==> src/rtl/cipu_pkg.sv <==
`default_nettype none
// +--------------------------------------------------------------------+
// | Module : cipu_pkg                                                  |
// | Desc   : Shared state encoding and framing characters for the      |
// |          CIPU output merger.                                       |
// | Rev    : 1.0  initial release                                      |
// +--------------------------------------------------------------------+
package cipu_pkg;

    typedef enum logic [2:0] {
        IDLE  = 3'd0,
        THING = 3'd1,
        PASS  = 3'd2,
        TERM  = 3'd3,
        DONE  = 3'd4
    } cipu_state_e;

    localparam logic [7:0] SEP_CHAR  = 8'h3B;  // ';'
    localparam logic [7:0] TERM_CHAR = 8'h24;  // '$'

endpackage
`default_nettype wire

==> src/rtl/cipu_char_q.sv <==
`default_nettype none
// +--------------------------------------------------------------------+
// | Module : cipu_char_q                                               |
// | Desc   : Synchronous byte FIFO with same-cycle push/pop; pushes    |
// |          into a full queue are ignored (caller flags the drop).    |
// | Rev    : 1.0  initial release                                      |
// +--------------------------------------------------------------------+
module cipu_char_q #(
    parameter int DEPTH = 16,
    parameter int AW    = $clog2(DEPTH)
) (
    input  logic          clk,
    input  logic          rst,
    input  logic          push,
    input  logic [7:0]    push_data,
    input  logic          pop,
    output logic [7:0]    pop_data,
    output logic          full,
    output logic          empty,
    output logic [AW:0]   count
);

    localparam logic [AW:0] c_DEPTH = (AW+1)'(DEPTH);

    logic [7:0]    r_mem [DEPTH];
    logic [AW-1:0] r_wr_ptr;
    logic [AW-1:0] r_rd_ptr;
    logic [AW:0]   r_count;
    logic          w_do_push;
    logic          w_do_pop;

    assign full      = (r_count == c_DEPTH);
    assign empty     = (r_count == '0);
    assign count     = r_count;
    assign pop_data  = r_mem[r_rd_ptr];
    assign w_do_push = push && !full;
    assign w_do_pop  = pop && !empty;

    always_ff @(posedge clk) begin
        if (!rst) begin
            r_wr_ptr <= '0;
            r_rd_ptr <= '0;
            r_count  <= '0;
        end else begin
            if (w_do_push) r_wr_ptr <= r_wr_ptr + 1'b1;
            if (w_do_pop)  r_rd_ptr <= r_rd_ptr + 1'b1;
            case ({w_do_push, w_do_pop})
                2'b10:   r_count <= r_count + 1'b1;
                2'b01:   r_count <= r_count - 1'b1;
                default: r_count <= r_count;
            endcase
        end
    end

    always_ff @(posedge clk) begin
        if (w_do_push) r_mem[r_wr_ptr] <= push_data;
    end

endmodule
`default_nettype wire

==> src/rtl/cipu_out_merger.sv <==
`default_nettype none
// +--------------------------------------------------------------------+
// | Module : cipu_out_merger                                           |
// | Desc   : Buffers CIPU thing/passenger streams and serialises them  |
// |          as "things ; ... passengers $" on a valid/ready byte bus. |
// |          Define CIPU_MERGE_CNT_EN to add pass_cnt/thing_cnt.        |
// | Rev    : 1.0  initial release                                      |
// +--------------------------------------------------------------------+
module cipu_out_merger
    import cipu_pkg::*;
#(
    parameter int DEPTH = 16,
    parameter int AW    = $clog2(DEPTH)
) (
    input  logic          clk,
    input  logic          rst,
    input  logic          valid_fifo,
    input  logic [7:0]    people_thing_out,
    input  logic          done_fifo,
    input  logic          valid_lifo,
    input  logic [7:0]    thing_out,
    input  logic          done_thing,
    input  logic          done_lifo,
    output logic          ready_fifo,
    output logic          ready_lifo,
    output logic          out_valid,
    output logic [7:0]    out_data,
    input  logic          out_ready,
    output logic          out_last,
    output logic          overflow_err
`ifdef CIPU_MERGE_CNT_EN
    ,
    output logic [AW:0]   pass_cnt,
    output logic [AW:0]   thing_cnt
`endif
);

    localparam logic [AW:0] c_DEPTH     = (AW+1)'(DEPTH);
    localparam logic [AW:0] c_TQ_LIMIT  = (AW+1)'(DEPTH - 2);

    cipu_state_e r_state;
    cipu_state_e w_next_state;

    logic        r_done_p;
    logic        r_done_t;
    logic        r_sep_pending;
    logic        r_out_thing;

    logic        w_active;
    logic        w_in_thing;
    logic        w_load;
    logic        w_pq_push, w_pq_pop, w_pq_full, w_pq_empty;
    logic        w_tq_push, w_tq_pop, w_tq_full, w_tq_empty;
    logic [7:0]  w_pq_head, w_tq_head, w_tq_data;
    logic [AW:0] w_pq_count, w_tq_count;
    logic        w_sep_set;
    logic        w_tq_lost;
    logic        w_drop;

    assign w_active   = (r_state == THING) || (r_state == PASS) || (r_state == TERM);
    assign w_in_thing = (r_state == THING);
    assign w_load     = !out_valid || out_ready;

    assign w_pq_push  = w_active && valid_fifo;
    // While the deferred ';' is being written, the thing write port is busy.
    assign w_tq_push  = w_in_thing && (r_sep_pending || valid_lifo || done_thing);
    assign w_tq_data  = (r_sep_pending || !valid_lifo) ? SEP_CHAR : thing_out;
    assign w_sep_set  = w_in_thing && !r_sep_pending && valid_lifo && done_thing;
    assign w_tq_lost  = (valid_lifo || done_thing) &&
                        ((r_state == PASS) || (r_state == TERM) || (w_in_thing && r_sep_pending));
    assign w_drop     = (w_pq_push && w_pq_full) || (w_tq_push && w_tq_full) || w_tq_lost;

    assign w_pq_pop   = (r_state == PASS)  && w_load && !w_pq_empty;
    assign w_tq_pop   = (r_state == THING) && w_load && !w_tq_empty;

    assign ready_fifo = w_active && (w_pq_count < c_DEPTH);
    assign ready_lifo = w_active && (w_tq_count <= c_TQ_LIMIT) && !r_sep_pending;

    cipu_char_q #(.DEPTH(DEPTH), .AW(AW)) u_pq (
        .clk       (clk),
        .rst       (rst),
        .push      (w_pq_push),
        .push_data (people_thing_out),
        .pop       (w_pq_pop),
        .pop_data  (w_pq_head),
        .full      (w_pq_full),
        .empty     (w_pq_empty),
        .count     (w_pq_count)
    );

    cipu_char_q #(.DEPTH(DEPTH), .AW(AW)) u_tq (
        .clk       (clk),
        .rst       (rst),
        .push      (w_tq_push),
        .push_data (w_tq_data),
        .pop       (w_tq_pop),
        .pop_data  (w_tq_head),
        .full      (w_tq_full),
        .empty     (w_tq_empty),
        .count     (w_tq_count)
    );

    always_ff @(posedge clk) begin
        if (!rst) r_state <= IDLE;
        else      r_state <= w_next_state;
    end

    always_comb begin
        w_next_state = r_state;
        case (r_state)
            IDLE:  w_next_state = THING;
            // Leave only once no thing char can still be in flight into tq.
            THING: if (r_done_t && w_tq_empty && !r_sep_pending && !w_tq_push && w_load)
                       w_next_state = PASS;
            PASS:  if (r_done_p && w_pq_empty && !w_pq_push)
                       w_next_state = TERM;
            TERM:  if (w_load && out_valid && out_last)
                       w_next_state = DONE;
            DONE:  w_next_state = DONE;
            default: w_next_state = IDLE;
        endcase
    end

    always_ff @(posedge clk) begin
        if (!rst) begin
            r_done_p      <= 1'b0;
            r_done_t      <= 1'b0;
            r_sep_pending <= 1'b0;
            overflow_err  <= 1'b0;
        end else begin
            r_done_p      <= r_done_p || done_fifo;
            r_done_t      <= r_done_t || done_lifo;
            r_sep_pending <= w_sep_set;
            overflow_err  <= overflow_err || w_drop;
        end
    end

    always_ff @(posedge clk) begin
        if (!rst) begin
            out_valid   <= 1'b0;
            out_data    <= 8'h00;
            out_last    <= 1'b0;
            r_out_thing <= 1'b0;
        end else if (w_load) begin
            case (r_state)
                THING: begin
                    out_valid   <= !w_tq_empty;
                    out_last    <= 1'b0;
                    r_out_thing <= 1'b1;
                    if (!w_tq_empty) out_data <= w_tq_head;
                end
                PASS: begin
                    out_valid   <= !w_pq_empty;
                    out_last    <= 1'b0;
                    r_out_thing <= 1'b0;
                    if (!w_pq_empty) out_data <= w_pq_head;
                end
                TERM: begin
                    // A '$' already in the register is being accepted now.
                    if (out_valid && out_last) begin
                        out_valid <= 1'b0;
                        out_last  <= 1'b0;
                    end else begin
                        out_valid <= 1'b1;
                        out_last  <= 1'b1;
                        out_data  <= TERM_CHAR;
                    end
                end
                default: begin
                    out_valid <= 1'b0;
                    out_last  <= 1'b0;
                end
            endcase
        end
    end

`ifdef CIPU_MERGE_CNT_EN
    always_ff @(posedge clk) begin
        if (!rst) begin
            pass_cnt  <= '0;
            thing_cnt <= '0;
        end else if (out_valid && out_ready && !out_last) begin
            if (r_out_thing) begin
                if (thing_cnt != '1) thing_cnt <= thing_cnt + 1'b1;
            end else begin
                if (pass_cnt != '1) pass_cnt <= pass_cnt + 1'b1;
            end
        end
    end
`endif

endmodule
`default_nettype wire

==> config.mk <==
export PLATFORM = sky130hd
export DESIGN_NAME = cipu_out_merger
export DESIGN_NICKNAME = d
export VERILOG_FILES = /design/src/rtl/cipu_pkg.sv /design/src/rtl/cipu_char_q.sv /design/src/rtl/cipu_out_merger.sv
export SDC_FILE = /design/constraint.sdc
export NUM_CORES = 1
export LEC_CHECK = 0
export BUFFER_PORTS_ARGS = -buffer_cell sky130_fd_sc_hd__clkbuf_2
export CAP_MARGIN = 20
export CELL_PAD_IN_SITES_DETAIL_PLACEMENT = 0
export CELL_PAD_IN_SITES_GLOBAL_PLACEMENT = 1
export CORE_MARGIN = 8
export CORE_UTILIZATION = 58
export CTS_CLUSTER_SIZE = 12
export DETAILED_ROUTE_END_ITERATION = 16
export MAX_ROUTING_LAYER = met4
export PLACE_DENSITY = 0.81
export SYNTH_ARGS = -nofsm -noshare
export SYNTH_HDL_FRONTEND = slang
export SYNTH_SLANG_ARGS = --single-unit
==> constraint.sdc <==
create_clock -name clk -period 9.6 [get_ports clk]
set_input_delay 1.92 -clock clk [delete_from_list [all_inputs] [get_ports clk]]
set_output_delay 1.92 -clock clk [all_outputs]
set_load 0.005 [all_outputs]
==> results_dict.tcl, run 1 <==
set metrics [dict create \
    status "finished clean" \
    wl_per_cell_um 22.3 \
    relSlewSlack_pct 28.4 \
    drv_cap 0 \
    syn_avg_cell_area_um2 17.3 \
    gr-total-overflow 0 \
    synthCells 716 \
    hold_viol 0 \
    cts_tree "built" \
    powerDensity_nw_per_um2 224 \
    io_buffers 36 \
    synthArstFlopShare_pct 0 \
    dp_hpwl_um 15400 \
    routed_via_density 6.06 \
    post_cts_buffers 0 \
    drive_gt1_share_pct 21.2 \
    fillCellCount 1496 \
    dr_wl_met3_um 1280 \
    clk_pin_slew_worst_paths_ns 0.06 \
    place.gp.congestion 0.781 \
    grt_pass1_vias 6819 \
    crit_required_ns 10.07 \
    syn_nets 758 \
    syn_area_um2 12400 \
    vias 6473 \
    finish.instance_area_um2 13800 \
    peakVddDrop_mv 0.149 \
    setup_tns_ns 0 \
    worstPathMaxFanout 9 \
    fmax_mhz 244 \
    synth_edf_count 256 \
    grt_usage_pct 18.8 \
    cts_made_buffers 31 \
    clk_latency_ns 0.53 \
    clk_path_buf_depth 3 \
    clock_sinks 307 \
    die_h_um 162 \
    synth_adder_area_share_pct 1.96 \
    fin_crit_ns 4.10 \
    synth_mux_area_share_pct 14.0 \
    yosys.area_share.simple_pct 5.92 \
    layout.nets 811 \
    ant_nets 0 \
    tightest_slew_ns 1.07 \
    routed_wl_um 23800 \
    rsz0062_at_grt "no" \
    setup_violations 0 \
    antenna_found_initial 0 \
    diodes 0 \
    top_layer "met4" \
    cts_root_buf "clkbuf_16" \
    fin_cells 1068 \
    ys_seq_area_share_pct 70.4 \
    leakage_nw 4.44 \
    yosys.area_share.xor_xnor_pct 1.42 \
    remaining_drc_errors 0 \
    synth_top_family_by_area "multiplexers" \
    crit_arrival_ns 4.57 \
    met2_length_um 11500 \
    synth_compound_area_share_pct 4.57 \
    grt_max_degree 36 \
    drt_first_pass_iters 7 \
    finClkSkew_ns 0.0160 \
    worst_hold_path_type "reg2reg" \
    ys_ff_latch 307 \
    yosysWarnings 0 \
    fp.dieW_um 162 \
    die_area_um2 26300 \
    post-route-period-util_pct 42.7 \
    finalPower_mw 3.09 \
    post_dp_cell_area_um2 12800 \
    io_pins 37 \
    end_kind "register" \
    syn2layout_area_growth_pct 11.4 \
    hold_slack_ns 0.467 \
    htreeDepth 1 \
    core_um2 21000 \
    m1WireLength_um 10700 \
    critical_path_class "in2reg" \
    grt_pass1_wl_um 37700 \
    cts_resized 0 \
    start_util_pct 59.0 \
    placed_cells_incl_taps 1005 \
    final_max_slew_viol_count 0 \
    synth_cell_types 61 \
    synthFlopType "edfxtp_1" \
    drt_iter0_markers 531 \
    ctsHoldBuffers 0 \
    startpoint_type "input port" \
    num_rows 53 \
]
## state kept, by name, summed over array words and instances (netlist names), named ones only
name and cells:
r_done_t 1, overflow_err 1, u_pq.count 5, u_pq.r_mem 128, r_state 3, out_data 8, out_valid 1, u_pq.r_rd_ptr 4
u_tq.count 5, u_tq.r_mem 128, r_sep_pending 1, u_tq.r_rd_ptr 4, u_pq.r_wr_ptr 4, r_done_p 1, out_last 1, u_tq.r_wr_ptr 4
## routing by layer
metal | vias up | GRT usage (%)
li1 | 2938 | -
met1 | 3312 | 26.2
met2 | 196 | 29.6
met3 | 27 | 2.86
met4 | 0 | 3.70
met5 | - | -
## area by class of cell
type	instances	area [um^2]	share of cell area [%]
flip-flops and latches	307	8710	63.2
multi-input cells	360	3450	25.0
clock buffers	53	878	6.37
well taps	275	344	2.50
repair buffers	52	318	2.30
inverters	17	63.8	0.463
clock inverters	4	23.8	0.172
## worst paths after layout
check | startpoint | endpoint | slack (ns) | depth (start not counted)
worst max-delay path | valid_fifo | u_pq.count[4] | 5.50 | 12
worst min-delay path | r_done_t | r_done_t | 0.47 | 2
worst max register to register | r_state[0] | u_pq.count[4] | 6.04 | 11
worst min register to register | r_done_t | r_done_t | 0.47 | 2
## layout by cell type, fill, tap and decap left out, types with 5 or more instances in the layout
cell | netlist | routed
o22a_1 | 5 | 5
buf_4 | 0 | 10
inv_1 | 16 | 16
a21oi_1 | 15 | 15
edfxtp_1 | 256 | 256
nand3_1 | 8 | 8
a31oi_1 | 8 | 8
dfxtp_1 | 51 | 48
xnor2_1 | 7 | 7
clkbuf_1 | 12 | 20
a221oi_1 | 5 | 5
clkbuf_16 | 0 | 31
and2_1 | 8 | 8
nor2b_1 | 5 | 5
nor4_1 | 6 | 6
clkbuf_2 | 1 | 37
mux2_2 | 6 | 6
ha_1 | 17 | 17
nand2_1 | 15 | 15
xor2_1 | 13 | 13
nor2_1 | 63 | 63
mux4_2 | 62 | 62
o21ai_0 | 15 | 15
nor3_1 | 13 | 13
nand2b_1 | 9 | 9
mux2i_1 | 27 | 27
## cell usage after synthesis, drive strengths merged (7+ instances only)
master	n	share of area [%]
a21oi	16	0.68
a31oi	8	0.40
and2	8	0.40
buf	19	0.82
clkbuf	13	0.40
dfxtp	51	8.3
edfxtp	256	62
ha	17	1.7
inv	16	0.49
mux2i	27	2.2
mux4	62	11
nand2	16	0.51
nand2b	9	0.46
nand3	8	0.32
nor2	63	1.9
nor3	13	0.53
o21ai	16	0.65
xnor2	7	0.50
xor2	13	0.92
## report_power, final
group	internal (mW)	leakage, nW	total [mW]	switching [mW]
logic	0.201	1.29	0.456	0.255
registers	1.51	2.71	1.56	0.0522
clock network	0.616	0.433	1.08	0.462
total	2.32	4.44	3.09	0.770
## critical path, cell delays in order
cell and delay [ns]:
clkbuf_2 0.08, inv_1 0.05, a211oi_2 0.46, inv_1 0.23, ha_1 0.36, xor2_1 0.19
ha_1 0.22, a21oi_1 0.30, a311o_1 0.23, a31oi_1 0.05, or3_1 0.33, a21oi_1 0.14
## kinds of logic after synthesis
kind of cell             count (synthesis)
AND/OR/NAND/NOR                        149
multiplexers                            95
buffers and inverters                   49
flip-flops                             307
AO/OA/AOI/OAI                           77
adder cells (fa/ha/maj)                 19
XOR/XNOR                                20
## through the flow
step | utilization, % | setup WS (ns)
after CTS | 65.5 | 5.51
final | 65.8 | 5.50
after floorplan | - | 5.42
after global placement | 61.2 | 5.15
after global routing | 65.8 | 5.15
after detailed placement | 61.2 | 4.96
No activity file was read; power rests on OpenSTA's default activity.
==> run 2: changes to the inputs <==
- CORE_UTILIZATION: 58 -> 48
- PLACE_DENSITY: 0.81 -> 0.71
- clock period: 9.6 -> 3.6 ns (I/O delays scaled with it)
==> run 2 against run 1 <==
Setup slack lost 5.2 ns. Combinational power grew to 2.7 times the previous value. Sequential share of layout area shrank 0.59 points. Total power grew to 2.7 times the previous value. Cell count grew 6.2%. Critical path depth grew 1. Critical path type is now reg2reg.
==> results_dict.tcl, run 2 (same netlist as run 1, synthesis figures left out) <==
set metrics [dict create \
    placed_cells_incl_taps 1077 \
    remaining_drc_errors 0 \
    finClkSkew_ns 0.0127 \
    setup_violations 0 \
    drive_gt1_share_pct 22.4 \
    place.gp.congestion 0.877 \
    dp_hpwl_um 16500 \
    drt_iter0_markers 495 \
    top_regs "u_pq.r_mem x128, u_tq.r_mem x128, out_data x8" \
    start_util_pct 49.0 \
    post_cts_buffers 0 \
    grt_usage_pct 16.4 \
    place_ws_ns 0.353 \
    final_common_cell "edfxtp_1" \
    r2r-start "u_pq.count[1]" \
    clock_sinks 307 \
    crit_arrival_ns 3.76 \
    min_delay_path_depth 3 \
    finish.instance_area_um2 13900 \
    cts_resized 0 \
    ant_nets 0 \
    final_max_slew_viol_count 0 \
    r2r_cells 13 \
    grt_max_degree 33 \
    grt_pass1_vias 6710 \
    post_dp_cell_area_um2 13000 \
    pwr-share-seq_pct 50.3 \
    cts_tree "built" \
    powerDensity_nw_per_um2 595 \
    peakVddDrop_mv 0.381 \
    hold_slack_ns 0.381 \
    fp.dieW_um 177 \
    layout.nets 822 \
    leakage_nw 4.49 \
    fin_cells 1134 \
    cts_root_buf "clkbuf_16" \
    antenna_found_initial 0 \
    use_met3_pct 2.33 \
    die_area_um2 31200 \
    cts_made_buffers 31 \
    utilization_pct 55.1 \
    tightest_slew_ns 1.04 \
    end_kind "register" \
    startpoint_type "register" \
    worstPathMaxFanout 9 \
    hold_end "r_done_p" \
    fin_crit_ns 3.28 \
    clockPowerShare_pct 34.7 \
    layout_common_cells "edfxtp_1 (256), nor2_1 (63), mux4_2 (62)" \
    die_h_um 177 \
    gr-total-overflow 0 \
    critical_path_class "reg2reg" \
    clk_latency_ns 0.54 \
    p_sw_mw 2.09 \
    p_sw_share_pct 25.2 \
    grt_pass1_wl_um 38700 \
    worst_hold_path_type "in2reg" \
    finalPower_mw 8.28 \
    p_int_mw 6.20 \
    met2_usage_pct 25.4 \
    htreeDepth 1 \
    clk_path_buf_depth 3 \
    fin_ws_ns 0.323 \
    wl_per_cell_um 21.8 \
    status "finished clean" \
    clk_pin_slew_worst_paths_ns 0.06 \
    p_comb_share_pct 15.0 \
    syn2layout_area_growth_pct 12.5 \
    ctsHoldBuffers 0 \
    busiest_layer "met2" \
    vias 6460 \
    r2r_slack_ns 0.32 \
    relSlewSlack_pct 30.3 \
    setup_tns_ns 0 \
    fmax_mhz 305 \
    rr_endpoint "u_pq.count[4]" \
    io_pins 37 \
    post-route-period-util_pct 91.0 \
    use_met1_pct 22.8 \
    diodes 0 \
    num_rows 58 \
    hold_viol 0 \
    drv_cap 0 \
    rsz0062_at_grt "no" \
    core_um2 25300 \
    min_from "done_fifo" \
    drt_first_pass_iters 6 \
    io_buffers 36 \
    crit_required_ns 4.08 \
    routed_wl_um 24700 \
    routed_via_density 5.70 \
]
## run 2: worst max-delay path: stages, from the launching register on
cell	delay, ns
dfxtp_1	0.38
nor4_1	0.43
buf_4	0.21
a211oi_2	0.07
buf_4	0.18
inv_1	0.16
ha_1	0.38
xor2_1	0.14
ha_1	0.21
a21oi_1	0.30
a311o_1	0.23
a31oi_1	0.05
or3_1	0.33
a21oi_1	0.14
## run 2: area by class of cell
class / instances / area [um^2]
flip-flops and latches: 307 / 8710
inverters: 17 / 63.8
clock buffers: 52 / 865
well taps: 330 / 413
multi-input cells: 360 / 3450
clock inverters: 5 / 33.8
fillers: 2024 / 11300
repair buffers: 63 / 383
## run 2: layer usage
metal / up-vias / wire, um
met4: 0 / 386
met1: 3293 / 11300
met2: 181 / 11700
met5: - / 0
met3: 31 / 1310
li1: 2955 / -
## run 2: worst max path at each step
stage | start | endpoint | slack [ns] | cells past startpoint
global placement | out_ready | u_tq.count[4] | 0.44 | 10
global route | u_pq.count[1] | u_pq.count[4] | 0.06 | 13
finish | u_pq.count[1] | u_pq.count[4] | 0.32 | 13
CTS | u_pq.count[1] | u_pq.count[4] | 0.37 | 13
detailed placement | out_ready | u_tq.count[4] | 0.35 | 10
floorplan | u_pq.count[1] | u_pq.count[4] | 0.58 | 13
## run 2: power by group through the flow
stage | clock [mW] | combinational [mW] | sequential [mW]
3_5_place_dp | 0 | 1.25 | 4.24
6_report | 2.87 | 1.24 | 4.17
5_1_grt | 3.06 | 1.36 | 4.19
2_1_floorplan | 0 | 0.900 | 4.18
3_3_place_gp | 0 | 1.20 | 4.23
4_1_cts | 2.92 | 1.25 | 4.17
==> run 3: changes to the inputs <==
- CORE_ASPECT_RATIO: unset -> 2
- RECOVER_POWER: unset -> 25
==> run 3 against run 2 <==
The flow now finishes with violations (capacitance limit, slew limit). Sequential cell count unchanged. Setup slack improved by 0.022 ns. Sequential power about the same. Clock-buffer cell count increased by 1. Critical path depth decreased by 1. Hold slack got worse by 0.010 ns. Core utilization decreased by 0.38 points. Die area increased by 1.0%. Global-route usage increased by 1.0 points. Clock power decreased by 2%. Final area increased by 0.46%. Clock skew decreased by 0.0051 ns. Largest power group unchanged.
==> results_dict.tcl, run 3 (same netlist as run 1, synthesis figures left out) <==
set metrics [dict create \
    start_util_pct 48.4 \
    cts_made_buffers 29 \
    worstPathMaxFanout 9 \
    peakVddDrop_mv 0.354 \
    syn2layout_area_growth_pct 13.0 \
    dp_hpwl_um 18200 \
    layout_common_cells "edfxtp_1 (256), nor2_1 (63), mux4_2 (62)" \
    relSlewSlack_pct -6.21 \
    min_delay_path_depth 3 \
    remaining_drc_errors 0 \
    clock_sinks 307 \
    fin_ws_ns 0.345 \
    fmax_mhz 307 \
    ant_nets 0 \
    crit_required_ns 4.07 \
    post_cts_buffers 0 \
    io_buffers 36 \
    cts_root_buf "clkbuf_16" \
    r2r_cells 12 \
    place.gp.congestion 0.832 \
    utilization_pct 54.7 \
    final_max_slew_viol_count 36 \
    core_um2 25500 \
    clk_latency_ns 0.56 \
    grt_pass1_wl_um 40200 \
    crit_arrival_ns 3.72 \
    setup_violations 0 \
    grt_usage_pct 17.4 \
    critical_path_class "reg2reg" \
    diodes 0 \
    fin_crit_ns 3.26 \
    clk_path_buf_depth 3 \
    io_pins 37 \
    drv_cap 1 \
    num_rows 83 \
    worst_hold_path_type "in2reg" \
    startpoint_type "register" \
    clk_pin_slew_worst_paths_ns 0.06 \
    drive_gt1_share_pct 22.1 \
    die_h_um 243 \
    hold_viol 0 \
    top_regs "u_pq.r_mem x128, u_tq.r_mem x128, out_data x8" \
    final_common_cell "edfxtp_1" \
    drt_iter0_markers 487 \
    ctsHoldBuffers 0 \
    die_area_um2 31500 \
    grt_max_degree 36 \
    post-route-period-util_pct 90.4 \
    layout.nets 829 \
    routed_via_density 5.54 \
    cts_resized 0 \
    violations "capacitance limit, slew limit" \
    tightest_slew_ns 1.59 \
    rsz0062_at_grt "no" \
    fillCellCount 2059 \
    routed_wl_um 25700 \
    setup_tns_ns 0 \
    powerDensity_nw_per_um2 588 \
    fp.dieW_um 130 \
    hold_slack_ns 0.371 \
    drt_first_pass_iters 5 \
    finClkSkew_ns 0.00762 \
    htreeDepth 1 \
    wl_per_cell_um 22.4 \
    cts_tree "built" \
    place_ws_ns 0.177 \
    antenna_found_initial 0 \
    gr-total-overflow 0 \
    grt_pass1_vias 6911 \
    end_kind "register" \
    status "finished, violations left" \
    vias 6371 \
    leakage_nw 4.49 \
]
==> run 3: power breakdown <==
group / leakage [nW] / internal [mW] / total (mW) / switching, mW
Clock: 0.410 / 1.56 / 2.80 / 1.24
Combinational: 1.36 / 0.571 / 1.25 / 0.675
Sequential: 2.71 / 4.02 / 4.18 / 0.159
==> run 3: through the flow <==
step	instance area, um^2	instances	power, mW
floorplan	12400	716	5.08
global placement	13100	1096	5.48
detailed placement	13100	1096	5.52
CTS	14000	1150	8.32
global route	14000	1150	8.57
finish	14000	1150	8.22
==> run 3: final cells by class <==
| cell class | count | area (um^2) | area share, % |
|---|---|---|---|
| sequential | 307 | 8710 | 62.3 |
| multi-input combinational | 360 | 3480 | 24.9 |
| clock buffer | 53 | 837 | 5.99 |
| timing repair buffer | 72 | 444 | 3.18 |
| tap | 340 | 425 | 3.04 |
| inverter | 17 | 63.8 | 0.456 |
| clock inverter | 1 | 20.0 | 0.143 |
==> run 3: final timing paths <==
check / end / slack (ns) / start
worst min register to register: out_data[2] / 0.48 / out_data[2]
worst min-delay path: r_done_p / 0.37 / done_fifo
worst max register to register: u_pq.count[4] / 0.34 / u_pq.count[1]
worst max-delay path: u_pq.count[4] / 0.34 / u_pq.count[1]
==> run 3: critical path: stages (launching register included) <==
cell      delay, ns
dfxtp_1        0.39
nor4_2         0.47
a211oi_2       0.15
buf_4          0.19
inv_1          0.22
ha_1           0.40
xor2_1         0.12
ha_1           0.21
a21oi_1        0.27
a311o_1        0.23
a31oi_1        0.05
or3_1          0.33
a21oi_1        0.14
==> run 3: routing by layer <==
layer | global-route usage (%) | vias to the layer above | wire [um]
met4 | 6.43 | 0 | 784
met3 | 2.26 | 47 | 879
met5 | - | - | 0
met1 | 17.1 | 3243 | 8780
li1 | - | 2954 | -
met2 | 33.4 | 127 | 15300
